### config.mk
export PLATFORM = sky130hd
export DESIGN_NAME = alu_op_issuer_flat
export DESIGN_NICKNAME = d
export VERILOG_FILES = /design/src/rtl/alu_op_issuer_if.sv /design/src/rtl/alu_op_issuer.sv /design/src/flat_wrapper.sv
export SDC_FILE = /design/constraint.sdc
export NUM_CORES = 1
export LEC_CHECK = 0
export ABC_AREA = 1
export BUFFER_PORTS_ARGS = -buffer_cell sky130_fd_sc_hd__clkbuf_2
export CAP_MARGIN = 20
export CORE_MARGIN = 5
export CORE_UTILIZATION = 43
export DETAILED_ROUTE_END_ITERATION = 8
export PLACE_DENSITY = 0.8
export SLEW_MARGIN = 20
export SYNTH_ARGS = -nofsm -noshare
export SYNTH_HDL_FRONTEND = slang
export SYNTH_SLANG_ARGS = --single-unit
### constraint.sdc
create_clock -name clk -period 2.23 [get_ports clk]
set_clock_uncertainty 0.2 [all_clocks]
set_input_delay 0.446 -clock clk [delete_from_list [all_inputs] [get_ports clk]]
set_output_delay 0.446 -clock clk [all_outputs]
set_load 0.01 [all_outputs]
### src/rtl/alu_op_issuer_if.sv
// Request/response and ALU-facing signal bundle for alu_op_issuer.
// The slave side is the issuer; the master side is the control path together with the ALU.
interface alu_op_issuer_if;
    logic        in_valid;
    logic        in_ready;
    logic [1:0]  alu_op;
    logic [5:0]  funct;
    logic [31:0] op_a;
    logic [31:0] op_b;

    logic [31:0] alu_first;
    logic [31:0] alu_second;
    logic [3:0]  alu_select;
    logic [31:0] alu_result;
    logic        alu_zero;

    logic        out_valid;
    logic        out_ready;
    logic [31:0] result;
    logic        zero;
    logic        illegal;

    modport master (
        output in_valid, alu_op, funct, op_a, op_b, alu_result, alu_zero, out_ready,
        input  in_ready, alu_first, alu_second, alu_select, out_valid, result, zero, illegal
    );

    modport slave (
        input  in_valid, alu_op, funct, op_a, op_b, alu_result, alu_zero, out_ready,
        output in_ready, alu_first, alu_second, alu_select, out_valid, result, zero, illegal
    );
endinterface

### src/rtl/alu_op_issuer.sv
// Issues one decoded MIPS ALU operation at a time, waits out the ALU latency and returns result/zero.
// Optional macro ALU_NOR_EN makes R-type funct 100111 (NOR) a legal operation.
module alu_op_issuer #(
    parameter int unsigned ALU_LATENCY = 1
) (
    input  logic           clk,
    input  logic           rst,
    alu_op_issuer_if.slave bus
);

    typedef enum logic [1:0] {
        IDLE    = 2'd0,
        ISSUE   = 2'd1,
        CAPTURE = 2'd2,
        DONE    = 2'd3
    } state_e;

    localparam logic [3:0] SEL_AND = 4'b0000;
    localparam logic [3:0] SEL_OR  = 4'b0001;
    localparam logic [3:0] SEL_ADD = 4'b0010;
    localparam logic [3:0] SEL_SUB = 4'b0110;
    localparam logic [3:0] SEL_SLT = 4'b0111;
    localparam logic [3:0] SEL_NOR = 4'b1100;

    localparam logic [3:0] LAT_LOAD = 4'(ALU_LATENCY);

    state_e      state_q,      state_d;
    logic [3:0]  cnt_q,        cnt_d;
    logic [31:0] alu_first_q,  alu_first_d;
    logic [31:0] alu_second_q, alu_second_d;
    logic [3:0]  alu_select_q, alu_select_d;
    logic [31:0] result_q,     result_d;
    logic        zero_q,       zero_d;
    logic        illegal_q,    illegal_d;
    logic        out_valid_q,  out_valid_d;

    logic        dec_legal;
    logic [3:0]  dec_sel;
    logic        accept;

    // NOTE: every signal written in an always_comb gets a default first, so no path can infer a latch.
    always_comb begin
        dec_legal = 1'b1;
        dec_sel   = SEL_ADD;
        case (bus.alu_op)
            2'b00: dec_sel = SEL_ADD;
            2'b01: dec_sel = SEL_SUB;
            2'b10: begin
                case (bus.funct)
                    6'b100000: dec_sel = SEL_ADD;
                    6'b100010: dec_sel = SEL_SUB;
                    6'b100100: dec_sel = SEL_AND;
                    6'b100101: dec_sel = SEL_OR;
                    6'b101010: dec_sel = SEL_SLT;
`ifdef ALU_NOR_EN
                    6'b100111: dec_sel = SEL_NOR;
`else
                    6'b100111: dec_legal = 1'b0;
`endif
                    default:   dec_legal = 1'b0;
                endcase
            end
            default: dec_legal = 1'b0;
        endcase
    end

    assign bus.in_ready = (state_q == IDLE) && !rst;
    assign accept       = bus.in_valid && bus.in_ready;

    always_comb begin
        state_d      = state_q;
        cnt_d        = cnt_q;
        alu_first_d  = alu_first_q;
        alu_second_d = alu_second_q;
        alu_select_d = alu_select_q;
        result_d     = result_q;
        zero_d       = zero_q;
        illegal_d    = illegal_q;
        out_valid_d  = out_valid_q;

        case (state_q)
            IDLE: begin
                if (accept) begin
                    if (dec_legal) begin
                        alu_first_d  = bus.op_a;
                        alu_second_d = bus.op_b;
                        alu_select_d = dec_sel;
                        cnt_d        = LAT_LOAD;
                        state_d      = ISSUE;
                    end else begin
                        // Undecodable: answer immediately, leave the ALU inputs untouched.
                        result_d    = '0;
                        zero_d      = 1'b0;
                        illegal_d   = 1'b1;
                        out_valid_d = 1'b1;
                        state_d     = DONE;
                    end
                end
            end
            ISSUE: begin
                if (cnt_q <= 4'd1) begin
                    state_d = CAPTURE;
                end else begin
                    cnt_d = cnt_q - 4'd1;
                end
            end
            CAPTURE: begin
                result_d    = bus.alu_result;
                zero_d      = bus.alu_zero;
                illegal_d   = 1'b0;
                out_valid_d = 1'b1;
                state_d     = DONE;
            end
            DONE: begin
                if (bus.out_ready) begin
                    out_valid_d = 1'b0;
                    state_d     = IDLE;
                end
            end
            default: state_d = IDLE;
        endcase
    end

    // NOTE: state registers use non-blocking assignments so every flop samples pre-edge values.
    always_ff @(posedge clk) begin
        if (rst) begin
            state_q      <= IDLE;
            cnt_q        <= '0;
            alu_first_q  <= '0;
            alu_second_q <= '0;
            alu_select_q <= SEL_ADD;
            result_q     <= '0;
            zero_q       <= 1'b0;
            illegal_q    <= 1'b0;
            out_valid_q  <= 1'b0;
        end else begin
            state_q      <= state_d;
            cnt_q        <= cnt_d;
            alu_first_q  <= alu_first_d;
            alu_second_q <= alu_second_d;
            alu_select_q <= alu_select_d;
            result_q     <= result_d;
            zero_q       <= zero_d;
            illegal_q    <= illegal_d;
            out_valid_q  <= out_valid_d;
        end
    end

    assign bus.alu_first  = alu_first_q;
    assign bus.alu_second = alu_second_q;
    assign bus.alu_select = alu_select_q;
    assign bus.result     = result_q;
    assign bus.zero       = zero_q;
    assign bus.illegal    = illegal_q;
    assign bus.out_valid  = out_valid_q;

endmodule

### src/flat_wrapper.sv
// flat-port wrapper written by rule: the top's interface ports become plain ports
module alu_op_issuer_flat 
#(
    parameter int unsigned ALU_LATENCY = 1
)
  (clk, rst, bus_in_valid, bus_alu_op, bus_funct, bus_op_a, bus_op_b, bus_alu_result, bus_alu_zero, bus_out_ready, bus_in_ready, bus_alu_first, bus_alu_second, bus_alu_select, bus_out_valid, bus_result, bus_zero, bus_illegal);
  alu_op_issuer_if bus_i ();
  input  logic clk;
  input  logic rst;
  input wire logic [$bits(bus_i.in_valid)-1:0] bus_in_valid;
  input wire logic [$bits(bus_i.alu_op)-1:0] bus_alu_op;
  input wire logic [$bits(bus_i.funct)-1:0] bus_funct;
  input wire logic [$bits(bus_i.op_a)-1:0] bus_op_a;
  input wire logic [$bits(bus_i.op_b)-1:0] bus_op_b;
  input wire logic [$bits(bus_i.alu_result)-1:0] bus_alu_result;
  input wire logic [$bits(bus_i.alu_zero)-1:0] bus_alu_zero;
  input wire logic [$bits(bus_i.out_ready)-1:0] bus_out_ready;
  output wire logic [$bits(bus_i.in_ready)-1:0] bus_in_ready;
  output wire logic [$bits(bus_i.alu_first)-1:0] bus_alu_first;
  output wire logic [$bits(bus_i.alu_second)-1:0] bus_alu_second;
  output wire logic [$bits(bus_i.alu_select)-1:0] bus_alu_select;
  output wire logic [$bits(bus_i.out_valid)-1:0] bus_out_valid;
  output wire logic [$bits(bus_i.result)-1:0] bus_result;
  output wire logic [$bits(bus_i.zero)-1:0] bus_zero;
  output wire logic [$bits(bus_i.illegal)-1:0] bus_illegal;
  assign bus_i.in_valid = bus_in_valid;
  assign bus_i.alu_op = bus_alu_op;
  assign bus_i.funct = bus_funct;
  assign bus_i.op_a = bus_op_a;
  assign bus_i.op_b = bus_op_b;
  assign bus_i.alu_result = bus_alu_result;
  assign bus_i.alu_zero = bus_alu_zero;
  assign bus_i.out_ready = bus_out_ready;
  assign bus_in_ready = bus_i.in_ready;
  assign bus_alu_first = bus_i.alu_first;
  assign bus_alu_second = bus_i.alu_second;
  assign bus_alu_select = bus_i.alu_select;
  assign bus_out_valid = bus_i.out_valid;
  assign bus_result = bus_i.result;
  assign bus_zero = bus_i.zero;
  assign bus_illegal = bus_i.illegal;
  alu_op_issuer #(.ALU_LATENCY(ALU_LATENCY)) u_core (.clk(clk), .rst(rst), .bus(bus_i));
endmodule
# After elaboration in Yosys (flattened, before gate mapping)
# Cells that the tools add are included.
# classes
add_sub_neg,1
magnitude_cmp,1
n_eq_ne,16
mux,24
reduce_logical,15
# ops
cell,n
$mux W32,2
$pmux W32 S2,1
$eq A6 B6 Y1 const B,5
$pmux W4 S2,2
$mux W4,3
$pmux W3 S4,1
$reduce_and A3 Y1,3
$mux W2,4
$pmux W2 S4,1
$reduce_and A4 Y1,2
$eq A2 B2 Y1 const B,3
$mux W1,6
$ne A2 B1 Y1 const B,3
$ne A2 B2 Y1 const B,3
$pmux W1 S2,3
$reduce_or A5 Y1,1
$eq A2 B1 Y1 const B,2
$le A4 B1 Y1 const B,1
$logic_not A2 Y1,2
$reduce_bool A2 Y1,2
$sub A4 B1 Y4 const B,1
$pmux W1 S3,1
$reduce_bool A3 Y1,1
$logic_and A1 B1 Y1,2
2 further kinds,2
# word_totals
register_bits,109
input_bits,109
output_inout_bits,104
wordCells,66

# Longest topological paths before layout
# logic_depth
word_depth,7
mapped_depth,13

# Worst setup path after synthesis
# Ideal clock, no wire load.
# synth_timing
kind,flip-flop to flip-flop
from,reg u_core.state_q[0]
to,reg u_core.out_valid_q (netlist: u_core.bus.out_valid)
setup_ns,0.132
arrival_time_ns,1.575
required_ns,1.898
path_slack_ns,0.323
stages_incl_launch_ff,13
n_path_buf,2
path_cell_list,dfxtp_1 -> inv_1 -> ha_1 -> inv_2 -> nor2_2 -> nand2_1 -> inv_2 -> nor2_1 -> inv_2 -> buf_4 -> buf_4 -> nand4_1 -> a21oi_1
# synth_between
elab_chain_cells,5
# synth_rtl
element,line_no,source
"start, declared",alu_op_issuer.sv:27,"state_e state_q, state_d;"
"start signal, assigned",alu_op_issuer.sv:137,state_q <= state_d;
$logic_not A2 Y1,alu_op_issuer.sv:67,assign bus.in_ready = (state_q == IDLE) && !rst;
$logic_and A1 B1 Y1,alu_op_issuer.sv:67,
named net bus_in_ready,flat_wrapper.sv:18,output wire logic [$bits(bus_i.in_ready)-1:0] bus_in_ready;
$logic_and A1 B1 Y1,alu_op_issuer.sv:68,assign accept = bus.in_valid && bus.in_ready;
$ne A2 B1 Y1 (no source line),-,
$reduce_and A4 Y1 (no source line),-,
"end signal, assigned",alu_op_issuer.sv:145,out_valid_q <= out_valid_d;
"end, declared",alu_op_issuer.sv:35,"logic out_valid_q, out_valid_d;"
# The timed path passes the listed nets, and every way through them passes these cells.
# A chain may end at the register's enable or synchronous reset.

# Worst setup path in the final report
# layout_timing
from,reg u_core.state_q[0]
to,reg u_core.cnt_q[3]
# layout_between
elab_chain_cells,5
# layout_rtl
element,line_no,source
$logic_not A2 Y1,"alu_op_issuer.sv:67, alu_op_issuer.sv:81",
$logic_and A1 B1 Y1,alu_op_issuer.sv:67,
$logic_and A1 B1 Y1,alu_op_issuer.sv:68,
$ne A2 B1 Y1 (no source line),-,
$reduce_and A4 Y1 (no source line),-,
"end signal, assigned",alu_op_issuer.sv:138,cnt_q <= cnt_d;
"end, declared",alu_op_issuer.sv:28,"logic [3:0] cnt_q, cnt_d;"
# Parallel ways exist; a longest one is shown, timed or not.

==> results.py <==
metrics = {
    "status": {
        "outcome": "complete, no violations",
    },
    "critical_path": {
        "ff2ff_setup_slack_ns": 0.17,
        "crit_top_cell": "nand2_1",
        "r2r-end": "u_core.cnt_q[3]",
        "crit_chain": "inv_1, ha_1, inv_2, nor2_2, nand2_1, inv_2, nor2_1, a21oi_1, nand2_1, nand2_1, a21oi_1",
        "required_ns": 2.28,
        "crit_path_top_delay_cell": "dfxtp_2",
        "cp-end-kind": "flop",
        "worstPathArrival_ns": 2.11,
        "critPathMaxStageDelay_ns": 0.35,
        "rr_startpoint": "u_core.state_q[0]",
        "r2r_cells": 11,
        "crit_fanout": 5,
        "critPathLaunch": "u_core.state_q[0]",
        "start_kind": "flop",
        "path_class": "reg -> reg",
    },
    "synthesis": {
        "synth_top_cell_by_area": "dfxtp_1",
        "yosys_warnings": 0,
        "synth_area_um2": 4260,
        "yosys-top-cells-area": "dfxtp_1 (51%), nor2_1 (12%), o21ai_0 (7.6%), a21oi_1 (5.1%), nand2_1 (5.0%)",
        "yosysSeqAreaShare": 0.508,
        "synthCells": 549,
        "yosysTopAreaCellShare": 0.508,
        "syn_nets": 668,
        "synth-seq-cells": 108,
        "synthDistinctLibCells": 26,
        "syn_area_per_cell_um2": 7.76,
    },
    "cells_and_area": {
        "nNetsFinal": 860,
        "final_cell_mix": "clkbuf_2 (211), nor2_1 (141), dfxtp_1 (106)",
        "drive_above_1_share": 0.338,
        "area_delta_synth_final_pct": 32.9,
        "antenna_cells": 0,
        "layout_commonest_cell": "clkbuf_2",
    },
    "power": {
        "irDropWorstVdd_v": 0.000527,
        "finalPower_mw": 5.36,
        "power_density_nw_per_um2": 947,
        "p_comb_frac": 0.335,
        "switching_share": 0.355,
        "leakage_nw": 2.80,
        "pwr-share-clk": 0.242,
        "p_sw_mw": 1.91,
        "intPower_mw": 3.46,
        "pwr-share-seq": 0.423,
    },
    "clocking": {
        "clk_pin_slew_ns": 0.10,
        "cts_sinks": 108,
        "cts_tree": "yes",
        "cts_max_level": 3,
        "insertion_delay_ns": 0.36,
        "cts_buffers": 9,
        "clk_path_buf_depth": 2,
        "cts.root.buffer_cell": "clkbuf_8",
    },
    "global_routing": {
        "antenna_found_initial": 0,
        "grt_pass1_wl_mm": 19.3,
        "grt_max_degree": 58,
        "track_usage": 0.199,
        "overflow": 0,
        "grt_pass1_vias": 4282,
    },
    "floorplanning": {
        "die_height_um": 110,
        "fp-row-count": 36,
        "num_io_pins": 213,
        "initial_core_util": 0.438,
        "dieWidth_um": 110,
        "die-area_um2": 12000,
        "core_um2": 9730,
    },
    "sta": {
        "fin_ws_ns": 0.165,
        "rsz0062_at_grt": "yes",
        "fin_crit_sh": 0.926,
        "fin_hold_ws_ns": 0.0986,
        "hold_viol": 0,
        "setup_viol": 0,
        "final_max_slew_viol_count": 0,
        "setup_tns_ns": 0,
        "fmax_mhz": 484,
        "period_needed_ns": 2.06,
    },
    "worst_hold_path": {
        "whs_endpoint": "u_core.bus.alu_second[8]",
        "hold_path.class": "in -> reg",
        "worstHoldStart": "bus_op_b[8]",
        "holdPathStages": 3,
    },
    "route": {
        "vias": 4348,
        "drt_pass1_iterations": 4,
        "drc": 0,
        "wire_per_inst_um": 13.8,
        "final_antenna_net_count": 0,
        "vias_per_cell": 4.95,
        "totalWireLength_mm": 12.1,
        "drtIter0Drc": 326,
    },
    "placed_design": {
        "place_congestion": 0.862,
        "hpwl_mm": 8.85,
        "numPortBuffers": 211,
        "dpl_worst_slack_ns": 0.113,
    },
    "flow_run": {
        "cap_violations": 0,
    },
}
[metrics by stage]
step | util | instance area, um2 | instances
2_1_floorplan | - | 4260 | 549
3_3_place_gp | 0.556 | 5410 | 862
3_5_place_dp | 0.556 | 5410 | 862
4_1_cts | 0.578 | 5620 | 878
5_1_grt | 0.582 | 5660 | 879
6_report | 0.582 | 5660 | 879
[synthesized netlist by cell type (all sizes together)]
library cell,n
o21ai,68
conb,1
inv,22
nand4,34
a31oi,1
clkbuf,20
a21oi,43
xor2,1
nand2,59
a31o,1
nand3,13
ha,10
buf,21
dfxtp,108
a41oi,1
xnor2,1
nor2,145
[state kept, by name, indices dropped and copies added, names as in the netlist]
register / cells
u_core.bus.alu_first: 32
u_core.cnt_q: 4
u_core.bus.zero: 1
u_core.bus.result: 32
u_core.state_q: 2
u_core.bus.alu_second: 32
u_core.bus.alu_select: 3
u_core.bus.illegal: 1
u_core.bus.out_valid: 1
[power groups by stage]
stage	Sequential, mW	Clock, mW	Combinational, mW
6_report	2.27	1.30	1.79
5_1_grt	2.30	1.41	2.01
4_1_cts	2.26	1.33	1.69
2_1_floorplan	2.38	0	1.06
3_3_place_gp	2.29	0	1.63
3_5_place_dp	2.30	0	1.68
[cells by family after synthesis]
family | count (synthesis) | share of synthesized area
other | 1 | 0.000880
AND/OR/NAND/NOR | 251 | 0.253
AO/OA/AOI/OAI | 114 | 0.136
adder cells (fa/ha/maj) | 10 | 0.0294
buffers and inverters | 63 | 0.0687
XOR/XNOR | 2 | 0.00411
flip-flops | 108 | 0.508
[area by class of cell]
class                           instances  area [um2]
Fill cell                             878        4070
Sequential cell                       108        2160
Multi-Input combinational cell        378        1800
Timing Repair Buffer                  222        1230
Tap cell                              133         166
Clock buffer                           10         128
Clock inverter                          6        87.6
Inverter                               22        82.6
[worst max path at each step]
stage | endpoint | slack [ns] | cells after the start
floorplan | u_core.bus.out_valid | 0.32 | 12
global placement | u_core.bus.alu_first[25] | 0.16 | 13
detailed placement | u_core.bus.alu_first[25] | 0.11 | 12
CTS | u_core.bus.zero | 0.11 | 11
global route | u_core.cnt_q[1] | -0.02 | 11
finish | u_core.cnt_q[3] | 0.17 | 11
[worst max-delay path: cells and delay by family, from the launching register on]
family                   cells  cell delay [ns]
AO/OA/AOI/OAI                2             0.36
adder cells (fa/ha/maj)      1             0.23
buffers and inverters        3             0.24
flip-flops                   1             0.35
AND/OR/NAND/NOR              5             0.55
[what timing repair did]
action | in CTS | in global routing
setup endpoints to repair | 0 | 39
hold buffers | 0 | 0
gates resized for setup | 0 | 4
buffers inserted | 0 | 0
[per-layer routing]
| metal | share of wire | global-route usage | routed length, um |
|---|---|---|---|
| met5 | 0 | 0 | 0 |
| met4 | 0.026 | 0.0908 | 313 |
| met3 | 0.11 | 0.0658 | 1310 |
| met2 | 0.47 | 0.329 | 5680 |
| met1 | 0.40 | 0.235 | 4820 |
Power figures use the tool's default switching activity.
